`src/rtl/id_token_tracker_pkg.sv`:
```
// Shared definitions for the identifier token tracker: ASCII bounds, char classes, mirror states.
package id_token_tracker_pkg;

  localparam int unsigned LEN_W_DEF = 6;
  localparam int unsigned DEPTH_DEF = 4;
  localparam int unsigned CNT_W_DEF = 16;

  localparam logic [7:0] ASCII_UC_A = 8'h41;
  localparam logic [7:0] ASCII_UC_Z = 8'h5A;
  localparam logic [7:0] ASCII_LC_A = 8'h61;
  localparam logic [7:0] ASCII_LC_Z = 8'h7A;
  localparam logic [7:0] ASCII_0    = 8'h30;
  localparam logic [7:0] ASCII_9    = 8'h39;

  typedef enum logic [1:0] {
    CLS_O = 2'd0,
    CLS_L = 2'd1,
    CLS_D = 2'd2
  } char_cls_e;

  // Numbering matches the upstream recogniser so the two machines can be compared directly.
  typedef enum logic [1:0] {
    S_IDLE  = 2'd0,
    S_ALPHA = 2'd1,
    S_DIGIT = 2'd2
  } mirror_state_e;

  function automatic char_cls_e char_class(input logic [7:0] c);
    if ((c >= ASCII_UC_A && c <= ASCII_UC_Z) || (c >= ASCII_LC_A && c <= ASCII_LC_Z))
      return CLS_L;
    if (c >= ASCII_0 && c <= ASCII_9)
      return CLS_D;
    return CLS_O;
  endfunction

endpackage

```
`src/rtl/id_token_tracker_if.sv`:
```
// Token length stream (valid/ready) between the tracker and its consumer.
interface id_token_tracker_if #(
  parameter int unsigned LEN_W = 6
);
  logic [LEN_W-1:0] tok_len;
  logic             tok_valid;
  logic             tok_ready;

  modport master (output tok_len, output tok_valid, input tok_ready);
  modport slave  (input tok_len, input tok_valid, output tok_ready);
endinterface

```
`src/rtl/id_len_fifo.sv`:
```
// Small FIFO for completed token lengths; head, empty and full are registered.
module id_len_fifo #(
  parameter int unsigned WIDTH = 6,
  parameter int unsigned DEPTH = 4
) (
  input  logic             clk,
  input  logic             rst,
  input  logic             push,
  input  logic [WIDTH-1:0] din,
  input  logic             pop,
  output logic             full,
  output logic             empty,
  output logic [WIDTH-1:0] dout
);
  localparam int unsigned AW = $clog2(DEPTH);
  localparam int unsigned PW = AW + 1;

  logic [WIDTH-1:0] mem [DEPTH];
  logic [PW-1:0]    wr_ptr, rd_ptr, wr_ptr_n, rd_ptr_n;
  logic             push_ok, pop_ok, empty_n, full_n;
  logic [WIDTH-1:0] dout_n;

  // A pop on a full FIFO frees the slot the same-edge push lands in.
  always_comb begin
    pop_ok   = pop && !empty;
    push_ok  = push && (!full || pop_ok);
    wr_ptr_n = wr_ptr + PW'(push_ok);
    rd_ptr_n = rd_ptr + PW'(pop_ok);
    empty_n  = (wr_ptr_n == rd_ptr_n);
    full_n   = (wr_ptr_n[AW] != rd_ptr_n[AW]) && (wr_ptr_n[AW-1:0] == rd_ptr_n[AW-1:0]);
    dout_n   = (push_ok && (wr_ptr[AW-1:0] == rd_ptr_n[AW-1:0])) ? din
                                                                 : mem[rd_ptr_n[AW-1:0]];
  end

  always_ff @(posedge clk) begin
    if (rst) begin
      wr_ptr <= '0;
      rd_ptr <= '0;
      empty  <= 1'b1;
      full   <= 1'b0;
      dout   <= '0;
    end else begin
      wr_ptr <= wr_ptr_n;
      rd_ptr <= rd_ptr_n;
      empty  <= empty_n;
      full   <= full_n;
      dout   <= dout_n;
    end
  end

  always_ff @(posedge clk) begin
    if (push_ok) mem[wr_ptr[AW-1:0]] <= din;
  end

endmodule

```
`src/rtl/id_token_tracker.sv`:
```
// Measures and counts identifiers (letter run then digit run) and queues their lengths.
// Optional match cross-check against an internal mirror: define ID_TRK_XCHECK_EN.
module id_token_tracker
  import id_token_tracker_pkg::*;
#(
  parameter int unsigned LEN_W = LEN_W_DEF,
  parameter int unsigned DEPTH = DEPTH_DEF,
  parameter int unsigned CNT_W = CNT_W_DEF
) (
  input  logic                clk,
  input  logic                rst,
  input  logic [7:0]          char,
  input  logic                match,
  id_token_tracker_if.master  tok,
  output logic [CNT_W-1:0]    tok_cnt,
  output logic                ovf,
  output logic                err
);
  localparam logic [LEN_W-1:0] LEN_MAX = {LEN_W{1'b1}};

  mirror_state_e    state, state_n;
  logic [LEN_W-1:0] len, len_n, len_inc;
  char_cls_e        cls;
  logic             emit;
  logic             fifo_full, fifo_empty, pop_eff;

  always_ff @(posedge clk) begin
    if (rst) begin
      state <= S_IDLE;
      len   <= '0;
    end else begin
      state <= state_n;
      len   <= len_n;
    end
  end

  // Mirror of the recogniser plus saturating run length.
  always_comb begin
    cls     = char_class(char);
    len_inc = (len == LEN_MAX) ? len : len + LEN_W'(1);
    state_n = S_IDLE;
    len_n   = '0;
    emit    = 1'b0;
    case (state)
      S_IDLE: begin
        if (cls == CLS_L) begin
          state_n = S_ALPHA;
          len_n   = LEN_W'(1);
        end
      end
      S_ALPHA: begin
        if (cls == CLS_L) begin
          state_n = S_ALPHA;
          len_n   = len_inc;
        end else if (cls == CLS_D) begin
          state_n = S_DIGIT;
          len_n   = len_inc;
        end
      end
      S_DIGIT: begin
        if (cls == CLS_D) begin
          state_n = S_DIGIT;
          len_n   = len_inc;
        end else if (cls == CLS_L) begin
          state_n = S_ALPHA;
          len_n   = LEN_W'(1);
        end
      end
      default: begin
        state_n = S_IDLE;
        len_n   = '0;
      end
    endcase
    emit = (state == S_DIGIT) && (state_n != S_DIGIT);
  end

  id_len_fifo #(
    .WIDTH (LEN_W),
    .DEPTH (DEPTH)
  ) u_fifo (
    .clk   (clk),
    .rst   (rst),
    .push  (emit),
    .din   (len),
    .pop   (tok.tok_ready),
    .full  (fifo_full),
    .empty (fifo_empty),
    .dout  (tok.tok_len)
  );

  assign tok.tok_valid = !fifo_empty;
  assign pop_eff       = tok.tok_ready && !fifo_empty;

  always_ff @(posedge clk) begin
    if (rst) begin
      tok_cnt <= '0;
      ovf     <= 1'b0;
    end else begin
      if (emit) tok_cnt <= tok_cnt + CNT_W'(1);
      if (emit && fifo_full && !pop_eff) ovf <= 1'b1;
    end
  end

`ifdef ID_TRK_XCHECK_EN
  logic armed;

  // Both machines are known idle once an 'other' char has been seen.
  always_ff @(posedge clk) begin
    if (rst) begin
      armed <= 1'b0;
      err   <= 1'b0;
    end else begin
      if (cls == CLS_O) armed <= 1'b1;
      if (armed && (match != (state == S_DIGIT))) err <= 1'b1;
    end
  end
`else
  logic unused_match;
  assign unused_match = match;
  assign err          = 1'b0;
`endif

endmodule

```
`src/flat_wrapper.sv`:
```
// flat-port wrapper written by rule: the top's interface ports become plain ports
module id_token_tracker_flat import id_token_tracker_pkg::*;
#(
  parameter int unsigned LEN_W = LEN_W_DEF,
  parameter int unsigned DEPTH = DEPTH_DEF,
  parameter int unsigned CNT_W = CNT_W_DEF
)
  (clk, rst, char, match, tok_cnt, ovf, err, tok_tok_len, tok_tok_valid, tok_tok_ready);
  id_token_tracker_if #(.LEN_W(LEN_W)) tok_i ();
  input  logic clk;
  input  logic rst;
  input  logic [7:0] char;
  input  logic match;
  output logic [CNT_W-1:0] tok_cnt;
  output logic ovf;
  output logic err;
  output wire logic [$bits(tok_i.tok_len)-1:0] tok_tok_len;
  output wire logic [$bits(tok_i.tok_valid)-1:0] tok_tok_valid;
  input wire logic [$bits(tok_i.tok_ready)-1:0] tok_tok_ready;
  assign tok_tok_len = tok_i.tok_len;
  assign tok_tok_valid = tok_i.tok_valid;
  assign tok_i.tok_ready = tok_tok_ready;
  id_token_tracker #(.LEN_W(LEN_W), .DEPTH(DEPTH), .CNT_W(CNT_W)) u_core (.clk(clk), .rst(rst), .char(char), .match(match), .tok(tok_i), .tok_cnt(tok_cnt), .ovf(ovf), .err(err));
endmodule
```
`config.mk`:
```
export PLATFORM = sky130hd
export DESIGN_NAME = id_token_tracker_flat
export DESIGN_NICKNAME = d
export VERILOG_FILES = /design/src/rtl/id_token_tracker_pkg.sv /design/src/rtl/id_token_tracker_if.sv /design/src/rtl/id_len_fifo.sv /design/src/rtl/id_token_tracker.sv /design/src/flat_wrapper.sv
export SDC_FILE = /design/constraint.sdc
export NUM_CORES = 1
export LEC_CHECK = 0
export CORE_ASPECT_RATIO = 2
export CORE_UTILIZATION = 39
export DETAILED_ROUTE_END_ITERATION = 8
export HOLD_SLACK_MARGIN = 0.06
export PLACE_DENSITY = 0.64
export SETUP_SLACK_MARGIN = 0.2
export SYNTH_ARGS = -nofsm -noshare
export SYNTH_HDL_FRONTEND = slang
export SYNTH_HIERARCHICAL = 1
export SYNTH_SLANG_ARGS = --single-unit
```
`constraint.sdc`:
```
create_clock -name clk -period 2.4 [get_ports clk]
set_clock_uncertainty 0.2 [all_clocks]
set_input_delay 0.36 -clock clk [delete_from_list [all_inputs] [get_ports clk]]
set_output_delay 0.36 -clock clk [all_outputs]
set_load 0.01 [all_outputs]
```
==> impl_metrics.ini, run 1 <==
[layout]
antenna_cells = 0
fillers = 615
syn_to_final_growth_pct = 34.1
drive_gt1_frac = 0.246
multi_input_area_mm2 = 0.00132
fin_nets = 306
seq_area_mm2 = 0.00150
final_area_mm2 = 0.00379

[logic_synthesis]
synthArstFlopShare = 0
synth-edff-count = 24
synth-seq-cells = 63
synth_area_leaders = dfxtp_1 (28%), edfxtp_1 (26%), mux4_2 (4.8%), nor2_1 (4.4%), xor2_1 (4.0%)
synth_top_area_share = 0.276
yosys_warnings = 6
synth.avg_cell_area_um2 = 12.1
synthTopCellsByCount = dfxtp_1 (39), nor2_1 (33), edfxtp_1 (24)
syn_nets = 252
synth.cell_area_mm2 = 0.00283
synth_area_leader_cell = dfxtp_1
synthCells = 234
yosysMostFrequentCell = dfxtp_1
yosysSeqAreaShare = 0.531
synth.distinct_cells = 50
synth_flop_cell = dfxtp_1

[clock_network]
cts_htree_levels = 3
cts_root_buffer = clkbuf_16
clock_latency_ns = 0.32
cts_hold_buf = 0
cts.sinks = 63
path_clk_slew_ns = 0.05
cts.path.max_buffers = 2
numCtsBuffers = 9
cts_tree = yes

[detailed_routing]
dr.pass1.iters = 4
vias = 1882
vias_per_cell = 4.91
avgRoutedWirePerCell_um = 13.6
drtAntennaViolNets = 0
drtIter0Drc = 48
drcViolationCount = 0
wirelength_um = 5220

[place]
dp_hpwl_um = 3820
place_area_mm2 = 0.00341
gp_congestion = 0.794
io_buffers = 34

[sta]
finalCritPeriodShare = 0.884
drv_slew = 0
hold_violations = 0
fin_crit_ns = 2.12
fin_setup_tns_ns = 0
rsz0062_at_grt = true
max_freq_ghz = 0.471
setup_viol = 0

[global_route]
grt_first_pass_wirelength_um = 8740
grtUsageTotal = 0.153
grt_max_degree = 19
grt_pass1_vias = 1895
antenna_found_initial = 0
grt-ovfl-total = 0

[floorplanning]
design.portCount = 37
rows = 43
fp.dieW_um = 62.2
core_mm2 = 0.00699
die_h_um = 122
initial_core_util = 0.404
fp.dieArea_mm2 = 0.00761

[run_status]
status = complete, no violations

[pwr]
ir_drop_v = 0.000376
p_clk_frac = 0.526
p_int_uw = 2050
power_frac_comb = 0.029
seq_power_share = 0.445
swShare = 0.184
powerDensity_mw_per_mm2 = 662
switching_power_uw = 461
cellLeakagePower_uw = 0.00141

[critical_path]
worst_ep_required_time_ns = 2.42
critPathArrivalTime_ns = 2.14
crit_path_end_kind = flop
crit_fanout = 2
worstReg2RegStart = u_core/u_fifo/empty
cp-start-kind = input pin
crit_type = in2reg
startpoint = char[2]

[hold_path]
worstHoldPathType = in2reg
hold_start = tok_tok_ready

[job]
maxCapViolCount = 0
## final timing paths
| path | endpoint | slack [ns] | cells after the start |
|---|---|---|---|
| setup / recovery | u_core/u_fifo/empty | 0.28 | 10 |
| hold / removal | u_core/ovf | 0.23 | 4 |
| setup reg to reg | u_core/u_fifo/empty | 0.37 | 9 |
| hold reg to reg | u_core/ovf | 0.28 | 2 |
## logic make-up after synthesis
family	count (synthesis)	synth area share
AO/OA/AOI/OAI	18	0.0660
XOR/XNOR	24	0.0797
adder cells (fa/ha/maj)	6	0.0266
buffers and inverters	15	0.0310
flip-flops	63	0.531
multiplexers	14	0.0762
other	1	0.00133
AND/OR/NAND/NOR	93	0.188
## cell usage in the layout (no fill, tap or decap), types with 2 or more instances in the layout
master	count
a2111oi_2	2
nor2b_1	4
ha_1	2
nand2_1	8
dfxtp_1	39
xor2_1	12
buf_4	15
o21ai_0	2
dlymetal6s2s_1	4
nand4_1	6
nor3_1	4
xnor2_1	8
inv_1	4
clkbuf_1	2
clkdlybuf4s50_1	28
nor3_2	4
ha_4	4
nor2_1	33
buf_6	2
and3_1	7
mux2i_1	8
edfxtp_1	24
bufinv_16	2
xnor2_2	3
clkinv_1	2
dlygate4sd2_1	2
and4_1	3
clkbuf_16	10
nand3_1	7
a31oi_1	2
a211oi_1	3
mux4_2	6
nand3_2	5
## per-stage QoR
step | std cells | worst slack, ns | hold slack [ns] | power [uW] | utilization
global route | 383 | 0.196 | 0.270 | 2590 | 0.542
CTS | 382 | 0.207 | 0.286 | 2530 | 0.534
finish | 383 | 0.278 | 0.230 | 2510 | 0.542
floorplan | 234 | 0.103 | 0.232 | 1170 | -
detailed placement | 366 | -0.211 | 0.275 | 1210 | 0.487
global placement | 366 | -0.206 | 0.259 | 1210 | 0.487
## layout make-up
class                      instances  share of cell area
clock inverter                     5              0.0192
clock buffer                      11              0.0614
sequential                        63               0.396
timing repair buffer              53               0.139
tap                               90              0.0297
multi-input combinational        156               0.349
inverter                           5             0.00495
## repair_timing
item | 4_1_cts | 5_1_grt
pin swaps | 6 | 6
setup buffers | 0 | 0
gates cloned | 0 | 1
setup endpoints to repair | 8 | 8
gates resized for setup | 6 | 8
## registers in the layout, indices dropped and copies added (netlist names)
name	cells
u_core/u_fifo/mem	24
u_core/tok_cnt	16
u_core/len	6
u_core/u_fifo/dout	6
u_core/u_fifo/rd_ptr	3
u_core/u_fifo/wr_ptr	3
u_core/state	2
u_core/ovf	1
u_core/u_fifo/empty	1
u_core/u_fifo/full	1
## power by group through the flow
stage	Combinational [uW]	Sequential, uW	Clock, uW
after floorplan	35.3	1140	0
after detailed placement	75.8	1140	0
after global placement	74.4	1140	0
after CTS	75.8	1110	1340
after global routing	81.3	1110	1390
final	73.8	1110	1320
## routing by layer
metal,wire (um),global-route usage
met1,1900,0.145
met2,3000,0.293
met3,130,0.0307
met4,193,0.0959
met5,0,0
## critical path, stage by stage
cell and delay [ns]:
clkdlybuf4s50_1 0.50, o21ai_2 0.10, a211oi_4 0.31, o21ai_4 0.10
inv_2 0.08, ha_4 0.13, ha_4 0.20, xor2_2 0.14
nor2_1 0.06, a21o_1 0.17
Power figures use the tool's default switching activity.
==> run 2, diff against run 1 <==
Settings changed: CTS_BUF_LIST set to sky130_fd_sc_hd__clkbuf_16.
==> run 2 against run 1 <==
Effect of this change: clock power barely moved; setup slack improved by 0.0012 ns; worst hold slack barely moved; critical path depth did not move; combinational power barely moved; maximum frequency barely moved; design area did not move; final cell count did not move; utilization did not move; largest power group unchanged.
==> impl_metrics.ini, run 2 (same netlist as run 1, synthesis figures left out) <==
[detailed_routing]
vias_per_cell = 4.91
drtAntennaViolNets = 0
dr.pass1.iters = 4
wirelength_um = 5230
drtIter0Drc = 49
vias = 1880
avgRoutedWirePerCell_um = 13.6
drcViolationCount = 0

[critical_path]
rr_worst_depth = 9
crit_path_end_kind = flop
worst_r2r_endpoint = u_core/u_fifo/empty
worstReg2RegStart = u_core/u_fifo/empty
path_common_cell = ha_4
crit_fanout = 2
worst_ep_required_time_ns = 2.42
slowest_delay_ns = 0.50
slowest_stage = clkdlybuf4s50_1
ff2ff_setup_slack_ns = 0.37
cp-start-kind = input pin
crit_path_cell_trace = clkdlybuf4s50_1 > o21ai_2 > a211oi_4 > o21ai_4 > inv_2 > ha_4 > ha_4 > xor2_2 > nor2_1 > a21o_1
critPathArrivalTime_ns = 2.14
crit_type = in2reg

[clock_network]
numCtsBuffers = 9
cts.sinks = 63
cts_htree_levels = 3
clock_latency_ns = 0.32
path_clk_slew_ns = 0.05
cts_tree = yes
cts.path.max_buffers = 2
cts_root_buffer = clkbuf_16

[place]
gp_congestion = 0.794
post-place-ws_ns = -0.211
io_buffers = 34
place_inst = 366
dp_hpwl_um = 3820

[global_route]
grt_pass1_vias = 1895
grt_busiest_layer = met2
grt_use_met3 = 0.0307
grt_max_degree = 19
met1_usage = 0.145
grt_first_pass_wirelength_um = 8740
grtUsageTotal = 0.153
grt-ovfl-total = 0
antenna_found_initial = 0
grt_use_met2 = 0.293

[layout]
fin_nets = 306
largest_register_ffs = 24
syn_to_final_growth_pct = 34.1
final_common_cell = dfxtp_1
fin_util = 0.542
seq_area_mm2 = 0.00150
layoutNonFillerInstCount = 383
drive_gt1_frac = 0.246
layout_common_cells = dfxtp_1 (39), nor2_1 (33), clkdlybuf4s50_1 (28)
multi_input_area_mm2 = 0.00132
antenna_cells = 0
fillers = 615

[floorplanning]
core_mm2 = 0.00699
design.portCount = 37
die_h_um = 122
rows = 43
initial_core_util = 0.404
fp.dieArea_mm2 = 0.00761
fp.dieW_um = 62.2

[sta]
fin_hold_ws_ns = 0.230
hold_violations = 0
drv_slew = 0
rsz0062_at_grt = true
fin_setup_tns_ns = 0
fin_crit_ns = 2.12
setup_viol = 0
max_freq_ghz = 0.471
setup_slack_ns = 0.279
finalCritPeriodShare = 0.884

[hold_path]
worstHoldPathType = in2reg
hold_start = tok_tok_ready
whs_path_depth = 4
whs_endpoint = u_core/ovf

[run_status]
status = complete, no violations

[job]
maxCapViolCount = 0

[pwr]
cellLeakagePower_uw = 0.00141
powerDensity_mw_per_mm2 = 660
ir_drop_v = 0.000377
run 2: cell count changes in the layout (fill, tap and decap cells not counted):
cell,previous run,this run
clkbuf_1,2,0
inv_1,4,6
run 2: worst max-delay path: cells and delay by family:
family | cells | cell delay (ns)
xor+xnor | 1 | 0.14
simple gates | 1 | 0.06
buf+inv | 2 | 0.58
compound gates | 4 | 0.68
fa+ha+maj | 2 | 0.33
run 2: timing repair:
item / 4_1_cts / 5_1_grt
endpoints found under the setup margin: 8 / 8
hold buffers: 0 / 0
buffers inserted: 0 / 0
resized for setup: 6 / 8
gates cloned: 0 / 1
pin swaps: 6 / 6
run 2: worst max-delay path by stage:
| stage | end | cells past startpoint | from | slack [ns] |
|---|---|---|---|---|
| after floorplan | u_core/u_fifo/empty | 10 | char[6] | 0.10 |
| after global placement | u_core/u_fifo/empty | 10 | char[6] | -0.21 |
| after detailed placement | u_core/u_fifo/empty | 10 | char[6] | -0.21 |
| after CTS | u_core/u_fifo/empty | 10 | char[4] | 0.21 |
| after global routing | u_core/u_fifo/full | 9 | char[2] | 0.20 |
| final | u_core/u_fifo/empty | 10 | char[2] | 0.28 |
run 2: cell type report:
| cell class | count | area share |
|---|---|---|
| well taps | 90 | 0.0297 |
| inverters | 5 | 0.00495 |
| clock buffers | 9 | 0.0594 |
| multi-input cells | 156 | 0.349 |
| clock inverters | 7 | 0.0211 |
| repair buffers | 53 | 0.139 |
| flip-flops and latches | 63 | 0.396 |
run 2: through the flow:
step | power (uW) | cell area, um^2
global route | 2580 | 3790
floorplan | 1170 | 2870
detailed placement | 1210 | 3410
CTS | 2520 | 3740
finish | 2500 | 3790
global placement | 1210 | 3410
run 2: layer usage:
metal | part of all wire | routed length, um
met1 | 0.36 | 1900
met3 | 0.025 | 130
met5 | 0 | 0
met2 | 0.57 | 3000
met4 | 0.037 | 192
run 2: where the power goes:
part	total [uW]	switching (uW)	internal (uW)
Combinational	73.8	34.5	39.3
Sequential	1110	5.29	1110
Clock	1310	422	890
Total	2500	461	2040
